==> src/rtl/hpp_pkg.sv <==
// Shared definitions for the PE array: mode codes seen by every PE,
// sequencer state encoding and default pass lags.
package hpp_pkg;

  localparam int ADDR_W = 10;
  localparam int DATA_W = 10;
  localparam int GEN_W  = 16;
  localparam int LAG_W  = 4;
  localparam int CNT_W  = 12;

  localparam int COLL_LAG_DEF = 1;
  localparam int PROP_LAG_DEF = 2;

  typedef enum logic [1:0] {
    MODE_INIT = 2'd0,
    MODE_VGA  = 2'd1,
    MODE_COLL = 2'd2,
    MODE_PROP = 2'd3
  } mode_t;

  typedef enum logic [2:0] {
    S_IDLE  = 3'd0,
    S_INIT  = 3'd1,
    S_READY = 3'd2,
    S_COLL  = 3'd3,
    S_PROP  = 3'd4,
    S_VGA   = 3'd5
  } seq_state_t;

endpackage

==> src/rtl/pe_sequencer_if.sv <==
// Shared PE control bus: the sequencer drives it, every PE listens.
interface pe_sequencer_if
  import hpp_pkg::*;
#(
  parameter int PE_IDX_W = 9
) ();
  mode_t               mode;
  logic                pe_we;
  logic [ADDR_W-1:0]   read_addr;
  logic [ADDR_W-1:0]   write_addr;
  logic [DATA_W-1:0]   init_val;
  logic [PE_IDX_W-1:0] pe_sel;
  logic                vga_valid;
  logic [ADDR_W-1:0]   vga_row;
  logic                vga_last;

  modport master (
    output mode, pe_we, read_addr, write_addr, init_val,
           pe_sel, vga_valid, vga_row, vga_last
  );
  modport slave (
    input  mode, pe_we, read_addr, write_addr, init_val,
           pe_sel, vga_valid, vga_row, vga_last
  );
endinterface

==> src/rtl/pe_pass_counter.sv <==
// Lagged read/write address generator for one COLL or PROP pass.
// Outputs are the values for the *next* cycle; the caller registers them.
module pe_pass_counter
  import hpp_pkg::*;
#(
  parameter int NUM_WORDS = 240
) (
  input  logic              gclk,
  input  logic              grst_n,
  input  logic              start,
  input  logic [LAG_W-1:0]  lag,
  output logic [ADDR_W-1:0] read_addr,
  output logic [ADDR_W-1:0] write_addr,
  output logic              we,
  output logic              done
);
  localparam logic [CNT_W-1:0] TOP = CNT_W'(NUM_WORDS - 1);

  logic [CNT_W-1:0] cnt, idx, last_idx;
  logic [LAG_W-1:0] lag_q, lag_e;
  logic             active;

  // A new pass presents cycle 0 while the running pass presents cnt+1.
  always_comb begin
    lag_e      = start ? lag : lag_q;
    idx        = start ? '0 : cnt + 1'b1;
    last_idx   = TOP + CNT_W'(lag_e);
    read_addr  = (idx > TOP) ? ADDR_W'(TOP) : ADDR_W'(idx);
    we         = (idx >= CNT_W'(lag_e)) && (idx <= last_idx);
    write_addr = ADDR_W'(idx - CNT_W'(lag_e));
    done       = active && (cnt == TOP + CNT_W'(lag_q));
  end

  always_ff @(posedge gclk or negedge grst_n)
    if (!grst_n) begin
      cnt    <= '0;
      lag_q  <= '0;
      active <= 1'b0;
    end else if (start) begin
      cnt    <= '0;
      lag_q  <= lag;
      active <= 1'b1;
    end else if (active) begin
      if (done) active <= 1'b0;
      else      cnt    <= cnt + 1'b1;
    end

endmodule

==> src/rtl/pe_sequencer.sv <==
// PE column array controller: init load, collision/propagation generations
// and interleaved VGA readout passes over the shared PE bus.
module pe_sequencer
  import hpp_pkg::*;
#(
  parameter int NUM_WORDS = 240,
  parameter int NUM_PE    = 320,
  parameter int PE_IDX_W  = 9,
  parameter int COLL_LAG  = COLL_LAG_DEF,
  parameter int PROP_LAG  = PROP_LAG_DEF
) (
  input  logic              clk,
  input  logic              reset,
  input  logic              start,
  input  logic              run,
  input  logic              vga_req,
  input  logic              init_valid,
  input  logic [DATA_W-1:0] init_data,
  output logic              init_ready,
  output logic [GEN_W-1:0]  gen_count,
  output logic              busy,
  pe_sequencer_if.master    pe
);
  localparam logic [ADDR_W-1:0]   LAST_WORD = ADDR_W'(NUM_WORDS - 1);
  localparam logic [PE_IDX_W-1:0] LAST_PE   = PE_IDX_W'(NUM_PE - 1);

  seq_state_t        state;
  logic              vga_pend;
  logic [ADDR_W-1:0] init_cnt;
  logic              hs;
  logic              pc_start, pc_we, pc_done;
  logic [LAG_W-1:0]  pc_lag;
  logic [ADDR_W-1:0] pc_rd, pc_wr;

  assign hs = init_valid && init_ready;

  // The single pass counter is chained COLL -> PROP on the done cycle.
  always_comb begin
    pc_start = 1'b0;
    pc_lag   = LAG_W'(COLL_LAG);
    if (state == S_READY && !start && !vga_pend && run) pc_start = 1'b1;
    if (state == S_COLL && pc_done) begin
      pc_start = 1'b1;
      pc_lag   = LAG_W'(PROP_LAG);
    end
  end

  pe_pass_counter #(.NUM_WORDS(NUM_WORDS)) u_pass (
    .gclk      (clk),
    .grst_n    (reset),
    .start     (pc_start),
    .lag       (pc_lag),
    .read_addr (pc_rd),
    .write_addr(pc_wr),
    .we        (pc_we),
    .done      (pc_done)
  );

  always_ff @(posedge clk or negedge reset)
    if (!reset) begin
      state         <= S_IDLE;
      vga_pend      <= 1'b0;
      init_cnt      <= '0;
      init_ready    <= 1'b0;
      gen_count     <= '0;
      busy          <= 1'b0;
      pe.mode       <= MODE_VGA;
      pe.pe_we      <= 1'b0;
      pe.read_addr  <= '0;
      pe.write_addr <= '0;
      pe.init_val   <= '0;
      pe.pe_sel     <= '0;
      pe.vga_valid  <= 1'b0;
      pe.vga_row    <= '0;
      pe.vga_last   <= 1'b0;
    end else begin
      pe.pe_we <= 1'b0;
      if (vga_req) vga_pend <= 1'b1;
      case (state)
        S_IDLE, S_READY:
          if (start) begin
            state      <= S_INIT;
            busy       <= 1'b1;
            pe.mode    <= MODE_INIT;
            init_ready <= 1'b1;
            init_cnt   <= '0;
          end else if (state == S_READY && vga_pend) begin
            state        <= S_VGA;
            busy         <= 1'b1;
            pe.mode      <= MODE_VGA;
            pe.read_addr <= '0;
            vga_pend     <= vga_req;
          end else if (pc_start) begin
            state   <= S_COLL;
            busy    <= 1'b1;
            pe.mode <= MODE_COLL;
          end
        S_INIT:
          if (hs) begin
            pe.pe_we      <= 1'b1;
            pe.write_addr <= init_cnt;
            pe.init_val   <= init_data;
            init_cnt      <= init_cnt + 1'b1;
            if (init_cnt == LAST_WORD) begin
              init_ready <= 1'b0;
              state      <= S_READY;
              busy       <= 1'b0;
            end
          end
        S_COLL:
          if (pc_done) begin
            state   <= S_PROP;
            pe.mode <= MODE_PROP;
          end
        S_PROP:
          if (pc_done) begin
            state     <= S_READY;
            busy      <= 1'b0;
            gen_count <= gen_count + 1'b1;
          end
        S_VGA:
          // Per row: one address cycle, then NUM_PE data beats.
          if (!pe.vga_valid) begin
            pe.vga_valid <= 1'b1;
            pe.pe_sel    <= '0;
            pe.vga_row   <= pe.read_addr;
            pe.vga_last  <= (pe.read_addr == LAST_WORD) && (NUM_PE == 1);
          end else if (pe.pe_sel != LAST_PE) begin
            pe.pe_sel   <= pe.pe_sel + 1'b1;
            pe.vga_last <= (pe.read_addr == LAST_WORD) &&
                           (pe.pe_sel == PE_IDX_W'(NUM_PE - 2));
          end else begin
            pe.vga_valid <= 1'b0;
            pe.vga_last  <= 1'b0;
            if (pe.vga_last) begin
              state <= S_READY;
              busy  <= 1'b0;
            end else begin
              pe.read_addr <= pe.read_addr + 1'b1;
            end
          end
        default: state <= S_IDLE;
      endcase
      if (pc_start || ((state == S_COLL || state == S_PROP) && !pc_done)) begin
        pe.read_addr <= pc_rd;
        pe.pe_we     <= pc_we;
        if (pc_we) pe.write_addr <= pc_wr;
      end
    end

endmodule

==> src/flat_wrapper.sv <==
// flat-port wrapper written by rule: the top's interface ports become plain ports
module pe_sequencer_flat import hpp_pkg::*;
#(
  parameter int NUM_WORDS = 240,
  parameter int NUM_PE    = 320,
  parameter int PE_IDX_W  = 9,
  parameter int COLL_LAG  = COLL_LAG_DEF,
  parameter int PROP_LAG  = PROP_LAG_DEF
)
  (clk, reset, start, run, vga_req, init_valid, init_data, init_ready, gen_count, busy, pe_mode, pe_pe_we, pe_read_addr, pe_write_addr, pe_init_val, pe_pe_sel, pe_vga_valid, pe_vga_row, pe_vga_last);
  pe_sequencer_if #(.PE_IDX_W(PE_IDX_W)) pe_i ();
  input  logic clk;
  input  logic reset;
  input  logic start;
  input  logic run;
  input  logic vga_req;
  input  logic init_valid;
  input  logic [DATA_W-1:0] init_data;
  output logic init_ready;
  output logic [GEN_W-1:0] gen_count;
  output logic busy;
  output wire logic [$bits(pe_i.mode)-1:0] pe_mode;
  output wire logic [$bits(pe_i.pe_we)-1:0] pe_pe_we;
  output wire logic [$bits(pe_i.read_addr)-1:0] pe_read_addr;
  output wire logic [$bits(pe_i.write_addr)-1:0] pe_write_addr;
  output wire logic [$bits(pe_i.init_val)-1:0] pe_init_val;
  output wire logic [$bits(pe_i.pe_sel)-1:0] pe_pe_sel;
  output wire logic [$bits(pe_i.vga_valid)-1:0] pe_vga_valid;
  output wire logic [$bits(pe_i.vga_row)-1:0] pe_vga_row;
  output wire logic [$bits(pe_i.vga_last)-1:0] pe_vga_last;
  assign pe_mode = pe_i.mode;
  assign pe_pe_we = pe_i.pe_we;
  assign pe_read_addr = pe_i.read_addr;
  assign pe_write_addr = pe_i.write_addr;
  assign pe_init_val = pe_i.init_val;
  assign pe_pe_sel = pe_i.pe_sel;
  assign pe_vga_valid = pe_i.vga_valid;
  assign pe_vga_row = pe_i.vga_row;
  assign pe_vga_last = pe_i.vga_last;
  pe_sequencer #(.NUM_WORDS(NUM_WORDS), .NUM_PE(NUM_PE), .PE_IDX_W(PE_IDX_W), .COLL_LAG(COLL_LAG), .PROP_LAG(PROP_LAG)) u_core (.clk(clk), .reset(reset), .start(start), .run(run), .vga_req(vga_req), .init_valid(init_valid), .init_data(init_data), .init_ready(init_ready), .gen_count(gen_count), .busy(busy), .pe(pe_i));
endmodule
==> config.mk <==
export PLATFORM = sky130hd
export DESIGN_NAME = pe_sequencer_flat
export DESIGN_NICKNAME = d
export VERILOG_FILES = /design/src/rtl/hpp_pkg.sv /design/src/rtl/pe_sequencer_if.sv /design/src/rtl/pe_pass_counter.sv /design/src/rtl/pe_sequencer.sv /design/src/flat_wrapper.sv
export SDC_FILE = /design/constraint.sdc
export NUM_CORES = 1
export LEC_CHECK = 0
export CAP_MARGIN = 20
export CORE_MARGIN = 5
export CORE_UTILIZATION = 47
export DETAILED_ROUTE_END_ITERATION = 12
export MAX_ROUTING_LAYER = met4
export PLACE_DENSITY_LB_ADDON = 0.08
export SLEW_MARGIN = 20
export SYNTH_ARGS = -nofsm -noshare
export SYNTH_HDL_FRONTEND = slang
export SYNTH_SLANG_ARGS = --single-unit
==> constraint.sdc <==
create_clock -name clk -period 5.3 [get_ports clk]
set_clock_uncertainty 0.15 [all_clocks]
set_input_delay 1.06 -clock clk [delete_from_list [all_inputs] [get_ports clk]]
set_output_delay 1.06 -clock clk [all_outputs]
set_load 0.005 [all_outputs]
==> results.sh <==
export IMPL_final_antenna_net_count=0
export IMPL_dpl_cell_count=834
export IMPL_yosysWarnings=0
export IMPL_cts_sinks=103
export IMPL_fin_crit_sh_pct=89.7
export IMPL_dr_pass1_iters=4
export IMPL_die_area_sq_mm=0.0147
export IMPL_cts_buffers=9
export IMPL_leakagePower_nw=3.19
export IMPL_fmaxAchievable_ghz=0.210
export IMPL_ys_async_sr_fraction_pct=100
export IMPL_grt_pass1_vias=4631
export IMPL_num_rows=40
export IMPL_initialDrtViolationCount=305
export IMPL_r2r_start="u_core.u_pass.lag_q[0]$_DFF_PN0_"
export IMPL_arrival_ps=4830
export IMPL_finalSetupTns_ps=0
export IMPL_diodes=0
export IMPL_synthesis_area_sq_mm=0.00583
export IMPL_timing_final_max_slew_violations=0
export IMPL_hold_violations=0
export IMPL_ir_worst_vdd_mv=0.123
export IMPL_area_growth_pct=22.4
export IMPL_clock_latency_ps=350
export IMPL_ios=88
export IMPL_cts_hold_fix_buffers=0
export IMPL_die_x_um=121
export IMPL_hold_path_class="flip-flop to flip-flop"
export IMPL_coreArea_sq_mm=0.0121
export IMPL_wl_um=14000
export IMPL_worst_slew_margin_rel_pct=28.0
export IMPL_cts_setup_buffers=0
export IMPL_crit_required_ps=5370
export IMPL_hpwl_um=10400
export IMPL_cts_root_buf="clkbuf_16"
export IMPL_post_drt_wl_per_cell_um=16.4
export IMPL_antenna_found_initial=0
export IMPL_fillers=1074
export IMPL_layout_min_cycle_time_ps=4760
export IMPL_cts_max_path_buffers=2
export IMPL_grt_use_met1_pct=27.2
export IMPL_grt_total_usage_pct=20.7
export IMPL_met2_usage_pct=32.6
export IMPL_syn_inst=598
export IMPL_grt_start_max_net_pins=78
export IMPL_grt_pass1_wl_um=23700
export IMPL_htreeDepth=3
export IMPL_die_height_um=121
export IMPL_tightest_slew_ps=1080
export IMPL_cts_resized=0
export IMPL_cts_tree="built"
export IMPL_p_per_area_mw_per_mm2=209
export IMPL_remaining_drc_errors=0
export IMPL_grt_busiest_layer="met2"
export IMPL_gp_congestion=0.819
export IMPL_timing_final_ws_setup_ps=545
export IMPL_ys_types=72
export IMPL_drv_cap=0
export IMPL_power_total_mw=1.49
export IMPL_syn_area_per_cell_sq_um=9.75
export IMPL_end_kind="flip-flop"
export IMPL_crit_path_max_fanout=28
export IMPL_port_buffers=87
export IMPL_grt_use_met3_pct=4.01
export IMPL_seq_area_sq_mm=0.00258
export IMPL_synth_fp_nets=632
export IMPL_crit_path_start="u_core.u_pass.lag_q[0]$_DFF_PN0_"
export IMPL_multi_input_area_sq_mm=0.00307
export IMPL_drive_gt1_share_pct=8.50
export IMPL_path_clk_slew_ps=70
export IMPL_crit_type="flip-flop to flip-flop"
export IMPL_overflow=0
export IMPL_synth_edf_count=0
export IMPL_ys_flop_type="dfrtp_1"
export IMPL_seq_area_frac_synth_pct=44.2
export IMPL_avgViaCountPerCell=5.35
export IMPL_pre_cts_slack_ps=477
export IMPL_cp_start_kind="flip-flop"
export IMPL_rsz0062_at_grt="no"
export IMPL_setup_viol=0
export IMPL_min_from="u_core.pe.mode[0]$_DFFE_PN1P_"
export IMPL_nNetsFinal=711
export IMPL_start_util_pct=48.3
export IMPL_stdcell_count=850
export IMPL_outcome="finished clean"
export IMPL_vias=4551
export IMPL_ys_ff_latch=103
-- worst max-delay path: stages, from the launching register on --
cell      delay, ps
dfrtp_1         420
inv_1           110
ha_1            310
xnor2_1         160
nor4b_4         320
o311ai_4        230
o31ai_4         900
nor2_1          290
ha_1            430
nor2b_1         150
o21ai_0         210
nor2b_1         410
nand3_1         130
a32oi_1         280
mux2i_1         110
-- through the flow --
stage | instance area (sq um) | util, % | hold WS [ps]
global route | 7130 | 59.1 | 342
floorplan | 5830 | - | 307
CTS | 7130 | 59.1 | 323
finish | 7130 | 59.1 | 321
detailed placement | 6830 | 56.6 | 312
global placement | 6830 | 56.6 | 306
-- flip-flops by register name, indices dropped and copies added (netlist names), 9 cells and up --
signal	cells
u_core.pe.write_addr	10
u_core.pe.vga_row	10
u_core.gen_count	16
u_core.pe.pe_sel	9
u_core.u_pass.cnt	12
u_core.init_cnt	10
u_core.pe.init_val	10
u_core.pe.read_addr	10
-- report_power, final --
part	total, mW	internal, mW	switching [mW]
combinational	0.0272	0.0104	0.0168
sequential	0.786	0.786	0.0000000000000000243
clock	0.677	0.380	0.298
total	1.49	1.18	0.314
-- cell usage after synthesis, types with 10 or more instances --
cell type,count,share of area [%]
dfrtp_1,102,44
ha_1,17,3.6
o21ai_0,31,2.7
and3_1,15,1.6
xor2_1,35,5.3
nor3_1,10,0.86
mux2_2,14,2.7
nand3_1,26,2.2
mux2i_1,21,3.6
a21oi_1,15,1.3
xnor2_1,23,3.5
nor2_1,53,3.4
nand2_1,85,5.5
inv_1,18,1.2
nand4_1,11,1.2
clkbuf_1,11,0.71
-- cells in the final DEF (no fill, tap or decap), types with 3 or more instances in the layout --
cell type	instances
dfrtp_1	102
clkdlybuf4s50_1	86
nand2_1	85
nor2_1	53
xor2_1	35
o21ai_0	31
nand3_1	26
xnor2_1	23
mux2i_1	21
inv_1	18
ha_1	17
a21oi_1	15
and3_1	15
mux2_2	14
nand4_1	11
nor3_1	9
clkbuf_16	9
nand2b_1	6
and2_1	5
or3_1	5
buf_4	5
nor2b_1	4
or2_2	4
o211ai_1	4
a21o_1	4
nor3b_1	3
o21a_1	3
nor4_1	3
a2bb2oi_1	3
and4_1	3
a31oi_1	3
o21bai_1	3
-- final timing paths --
path / cells after the start / end / slack, ps
setup / recovery: 14 / u_core.pe.write_addr[6]$_DFF_PN0_ / 540
hold / removal: 2 / u_core.pe.mode[0]$_DFFE_PN1P_ / 320
setup reg to reg: 14 / u_core.pe.write_addr[6]$_DFF_PN0_ / 540
hold reg to reg: 2 / u_core.pe.mode[0]$_DFFE_PN1P_ / 320
max in group asynchronous: 2 / u_core.gen_count[2]$_DFFE_PN0P_ / 3570
min in group asynchronous: 1 / u_core.init_cnt[5]$_DFFE_PN0P_ / 590
-- kinds of logic (layout without fill, tap and decap cells) --
group | after synthesis | count (layout) | synth area share (%)
compound gates | 89 | 89 | 11.0
xor+xnor | 59 | 59 | 9.10
fa+ha+maj | 18 | 18 | 3.99
buf+inv | 42 | 126 | 3.18
flops | 103 | 103 | 44.2
mux | 35 | 35 | 6.31
simple gates | 252 | 252 | 22.2
-- metal layers --
layer / up-vias / share of wire (%) / wire length (um)
met2: 94 / 48 / 6710
met3: 10 / 4.6 / 636
met4: 0 / 0.95 / 133
met1: 2215 / 46 / 6490
met5: - / 0 / 0
li1: 2232 / - / -
-- final cells by class --
| class | instances | area share [%] |
|---|---|---|
| inverter | 18 | 0.947 |
| multi-input combinational | 453 | 43.0 |
| sequential | 103 | 36.1 |
| clock buffer | 11 | 3.40 |
| tap | 168 | 2.95 |
| clock inverter | 5 | 0.789 |
| timing repair buffer | 92 | 12.7 |
No activity file was read; power rests on OpenSTA's default activity.
